`config.mk`:
```
export PLATFORM = sky130hd
export DESIGN_NAME = sipo_deserializer
export DESIGN_NICKNAME = d
export VERILOG_FILES = /design/src/rtl/sipo_deserializer_pkg.sv /design/src/rtl/sipo_deserializer_bit_counter.sv /design/src/rtl/sipo_deserializer.sv
export SDC_FILE = /design/constraint.sdc
export NUM_CORES = 1
export LEC_CHECK = 0
export BUFFER_PORTS_ARGS = -buffer_cell sky130_fd_sc_hd__buf_2
export CORE_AREA = 2 2 39 41
export DETAILED_ROUTE_END_ITERATION = 7
export DIE_AREA = 0 0 41 43
export SETUP_SLACK_MARGIN = 0.2
export SLEW_MARGIN = 20
export SYNTH_ARGS = -nofsm -noshare
export SYNTH_HDL_FRONTEND = slang
export SYNTH_SLANG_ARGS = --single-unit
export TNS_END_PERCENT = 20
```
`constraint.sdc`:
```
create_clock -name Clk -period 2.9 [get_ports Clk]
set_clock_uncertainty 0.2 [all_clocks]
set_input_delay 0.29 -clock Clk [delete_from_list [all_inputs] [get_ports Clk]]
set_output_delay 0.29 -clock Clk [all_outputs]
set_load 0.05 [all_outputs]
```
`src/rtl/sipo_deserializer_pkg.sv`:
```
// Shared constants for the serial-to-parallel front end feeding the 4-bit PIPO register.
package sipo_deserializer_pkg;

  // Must match the downstream PIPO word width.
  localparam int DEFAULT_WIDTH = 4;

  localparam bit MSB_FIRST_ORDER = 1'b1;
  localparam bit LSB_FIRST_ORDER = 1'b0;

  localparam int MIN_WIDTH = 2;
  localparam int MAX_WIDTH = 32;

endpackage : sipo_deserializer_pkg

```
`src/rtl/sipo_deserializer_bit_counter.sv`:
```
// Modulo-WIDTH bit counter with enable, synchronous clear and terminal-count flag.
module sipo_deserializer_bit_counter
  import sipo_deserializer_pkg::*;
#(
  parameter int WIDTH = DEFAULT_WIDTH,
  parameter int CNT_W = $clog2(WIDTH)
) (
  input  logic             Clk,
  input  logic             Rst,
  input  logic             en,
  input  logic             clr,
  output logic [CNT_W-1:0] cnt,
  output logic             tc
);

  localparam logic [CNT_W-1:0] LAST = CNT_W'(WIDTH - 1);

  logic [CNT_W-1:0] cnt_d;
  logic [CNT_W-1:0] cnt_q;

  // Terminal count is taken from the registered value so it never depends on inputs.
  assign tc  = (cnt_q == LAST);
  assign cnt = cnt_q;

  always_comb begin
    cnt_d = cnt_q;
    if (clr) begin
      cnt_d = '0;
    end else if (en) begin
      if (tc) begin
        cnt_d = '0;
      end else begin
        cnt_d = cnt_q + CNT_W'(1);
      end
    end
  end

  always_ff @(posedge Clk) begin
    if (Rst) begin
      cnt_q <= '0;
    end else begin
      cnt_q <= cnt_d;
    end
  end

endmodule : sipo_deserializer_bit_counter

```
`src/rtl/sipo_deserializer.sv`:
```
// Serial-in parallel-out deserializer with valid/ack output handshake and sticky overrun flag.
module sipo_deserializer
  import sipo_deserializer_pkg::*;
#(
  parameter int WIDTH     = DEFAULT_WIDTH,
  parameter bit MSB_FIRST = MSB_FIRST_ORDER,
  localparam int CNT_W    = $clog2(WIDTH)
) (
  input  logic             Clk,
  input  logic             Rst,
  input  logic             Si,
  input  logic             Si_en,
  input  logic             Flush,
  input  logic             Po_ack,
  output logic [WIDTH-1:0] Po,
  output logic             Po_valid,
  output logic             Overrun,
  output logic [CNT_W-1:0] Bit_cnt
);

  logic [WIDTH-1:0] sh_d,  sh_q;
  logic [WIDTH-1:0] po_d,  po_q;
  logic             po_valid_d, po_valid_q;
  logic             overrun_d,  overrun_q;

  logic [WIDTH-1:0] sh_shifted;
  logic             shift_en;
  logic             last_bit;
  logic             complete;

  // Flush wins over Si_en: the bit on a flush edge is discarded.
  assign shift_en = Si_en & ~Flush;
  assign complete = shift_en & last_bit;

  sipo_deserializer_bit_counter #(
    .WIDTH (WIDTH),
    .CNT_W (CNT_W)
  ) u_bit_counter (
    .Clk (Clk),
    .Rst (Rst),
    .en  (shift_en),
    .clr (Flush),
    .cnt (Bit_cnt),
    .tc  (last_bit)
  );

  always_comb begin
    sh_shifted = sh_q;
    if (MSB_FIRST) begin
      sh_shifted = {sh_q[WIDTH-2:0], Si};
    end else begin
      sh_shifted = {Si, sh_q[WIDTH-1:1]};
    end
  end

  always_comb begin
    sh_d       = sh_q;
    po_d       = po_q;
    po_valid_d = po_valid_q;
    overrun_d  = overrun_q;

    if (Flush) begin
      sh_d = '0;
    end else if (shift_en) begin
      sh_d = sh_shifted;
    end

    // A completion on the same edge as an ack replaces the consumed word cleanly.
    if (complete) begin
      po_d       = sh_shifted;
      po_valid_d = 1'b1;
      if (po_valid_q && !Po_ack) begin
        overrun_d = 1'b1;
      end
    end else if (Po_ack) begin
      po_valid_d = 1'b0;
    end
  end

  always_ff @(posedge Clk) begin
    if (Rst) begin
      sh_q       <= '0;
      po_q       <= '0;
      po_valid_q <= 1'b0;
      overrun_q  <= 1'b0;
    end else begin
      sh_q       <= sh_d;
      po_q       <= po_d;
      po_valid_q <= po_valid_d;
      overrun_q  <= overrun_d;
    end
  end

  assign Po       = po_q;
  assign Po_valid = po_valid_q;
  assign Overrun  = overrun_q;

endmodule : sipo_deserializer
```
==> flow_summary.rst <==
.. list-table::
   :header-rows: 1

   * - Metric
     - Value
   * - Outcome
     - finished, final reports clean
   * - Top fanout value on the critical path
     - 4
   * - Post-synthesis average cell area
     - 10.7 sq um
   * - Time the final worst path needs with I/O delays and setup
     - 1.41 ns
   * - Largest vdd supply drop
     - 0.151 mV
   * - TritonCTS clock tree
     - yes
   * - Number of gates given a new drive strength after cts
     - 0
   * - Total setup buffers inserted after CTS
     - 0
   * - Via density per instance
     - 4.73
   * - Antenna diodes
     - 0
   * - Via count of the first global-routing pass
     - 323
   * - Share of final-layout standard cells stronger than drive strength 1
     - 29.3%
   * - Type of the setup path with the least slack
     - reg -> out
   * - Initial DRC Count
     - 0
   * - Most used cells in the layout excluding fill and tap cells
     - 13 x buf_2, 11 x dfxtp_1, 11 x nand2b_1, 8 x mux2i_1, 4 x nor3_1
   * - Relative slew slack
     - 83.4%
   * - Grt total ovfl
     - 0
   * - Top achievable clock speed
     - 708 MHz
   * - Layout filler cell count
     - 144
   * - Global-route total usage across every layer
     - 12.3%
   * - Leading post-synthesis cells by cell area
     - dfxtp_1 47%, mux2i_1 17%, nand2b_1 15%
   * - Number of hold-repair buffers added at the cts stage
     - 0
   * - Clock input transition at the sequential cells of the worst setup and hold paths
     - 0.07 ns
   * - Maximum number of buffers from clock root to sink
     - 2
   * - WP buf/inv
     - 1
   * - Remaining antenna violation count after routing
     - 0
   * - Count of pins over their slew limit
     - 0
   * - Number of H-tree levels
     - 1
   * - Y dimension of the die
     - 43 um
   * - Nets@finish
     - 66
   * - Slowest stage cell, crit path
     - dfxtp_1
   * - Count of buffers inserted at the top-level ports
     - 13
   * - Arrival time at the worst endpoint
     - 0.92 ns
   * - CP Capture Type
     - output pin
   * - Highest cell delay on the worst timing path
     - 0.37 ns
   * - Number of distinct library cells after synthesis
     - 14
   * - Final routed wirelength across all metal layers
     - 841 um
   * - Top cell type's share of synthesized area
     - 46.7%
   * - Most common library cell in the layout ignoring fill and taps
     - buf_2
   * - X dimension of the die
     - 41 um
   * - Largest net degree at the start of global routing
     - 17
   * - Number of iterations in the first detailed-routing pass
     - 1
   * - Row cnt
     - 14
   * - Initial antenna violation count
     - 0
   * - Cell Chain, Critical Path
     - buf_2
   * - Number of instances in the synthesized netlist
     - 44
   * - Number of warnings issued by yosys
     - 0
   * - Total die area
     - 1760 sq um
   * - Post-route core utilization
     - 40.7%
   * - Maximum Capacitance Violations
     - 0
   * - Global-route wire length before repair
     - 1360 um
   * - Initial standard-cell utilization of the core
     - 34.1%
   * - Flip-flop and latch count after synthesis
     - 11
   * - Synthesized area
     - 472 sq um
   * - DR vias
     - 350
   * - Clock root buffer
     - clkbuf_4
   * - Pwr/cell area
     - 498 nW/um^2
   * - Cell type with the highest aggregate area in the netlist
     - dfxtp_1
   * - Clk Latency, worst-skew pair
     - 0.27 ns
   * - Floorplan core area
     - 1380 sq um
   * - Slew of the pin with the lowest slew margin
     - 0.251 ns
   * - Sum of negative setup slack
     - 0 ns
   * - RD Place Congestion
     - 0.677
   * - Post-route DRC violation count
     - 0
   * - Total leakage power
     - 0.242 nW
   * - Critical path's top delay family
     - flip-flops
   * - Area grow syn2layout
     - 19.4%
   * - Number of failing hold endpoints at the final stage
     - 0
   * - Detailed placement HPWL
     - 604 um
   * - Unrepaired setup endpoints after global routing
     - false
   * - Count of final setup violators
     - 0
   * - Number of sinks handled by clock tree synthesis
     - 11
   * - Number of CTS-inserted buffers
     - 3
   * - Post-Synthesis Net Count
     - 51
   * - Overall Power
     - 0.000280 W
   * - Share of the cycle needed by the critical path after routing
     - 48.7%
   * - Seq/Total Area, Yosys
     - 46.7%
   * - Average wire per standard cell
     - 11.4 um
   * - Class of the worst hold path
     - in -> reg
   * - Critical Path Start Type
     - flop
   * - Data required time of the critical path
     - 2.41 ns
   * - Boundary Pins
     - 14
[flip-flops by register name, indices dropped and copies added, names as in the netlist]
name,cells
u_bit_counter.cnt,2
Po_valid,1
Po,4
Overrun,1
sh_q,3
[logic make-up (layout without fill, tap and decap cells)]
group           after synthesis  in the layout  synth area share (%)
flops                        11             11                  46.7
compound gates                3              3                  5.30
fa+ha+maj                     1              1                  2.65
mux                           8              8                  17.0
buf+inv                       3             17                  4.24
simple gates                 18             18                  24.1
[routing by layer]
metal / wire, um / global-route usage, % / vias up
met2: 365 / 16.9 / 11
met1: 400 / 13.4 / 155
met5: 0 / 0 / -
met4: 38 / 12.0 / 0
met3: 35 / 4.71 / 5
li1: - / - / 179
[power breakdown]
group          leakage, nW  switching, W  total (W)  internal [W]
Combinational        0.138     0.0000118  0.0000209    0.00000908
Clock               0.0150     0.0000527   0.000106     0.0000533
Sequential          0.0888    0.00000121   0.000154      0.000152
Total                0.242     0.0000657   0.000280      0.000215
[area by class of cell]
cell class                      count  area, sq um  share of cell area [%]
Multi-Input combinational cell     30          231                    41.1
Sequential cell                    11          220                    39.1
Timing Repair Buffer               13         65.1                    11.6
Clock buffer                        4         26.3                    4.67
Tap cell                           16         20.0                    3.56
[metrics by stage]
| stage | cell area, sq um | setup WS, ns | std cells | hold WS (ns) |
|---|---|---|---|---|
| after floorplan | 472 | 1.26 | 44 | 0.163 |
| after global placement | 537 | 1.56 | 70 | 0.248 |
| after detailed placement | 537 | 1.50 | 70 | 0.253 |
| after CTS | 563 | 1.47 | 74 | 0.0842 |
| after global routing | 563 | 1.41 | 74 | 0.0967 |
| final | 563 | 1.49 | 74 | 0.0841 |
[final timing paths]
| path | from | slack [ns] | depth (start not counted) | end |
|---|---|---|---|---|
| max | u_bit_counter.cnt[0] | 1.49 | 1 | Bit_cnt[0] |
| min | Flush | 0.08 | 2 | u_bit_counter.cnt[1] |
| max reg2reg | u_bit_counter.cnt[0] | 1.49 | 3 | u_bit_counter.cnt[0] |
| min reg2reg | Overrun | 0.26 | 2 | Overrun |
[synthesized netlist by cell type]
cell	count
dfxtp_1	11
nand2b_1	11
mux2i_1	8
nor3_1	4
a211oi_2	1
a21oi_1	1
and3b_1	1
buf_6	1
clkbuf_1	1
clkbuf_2	1
ha_1	1
nand3b_1	1
o31ai_1	1
or3b_1	1
No activity file was read; power rests on OpenSTA's default activity.
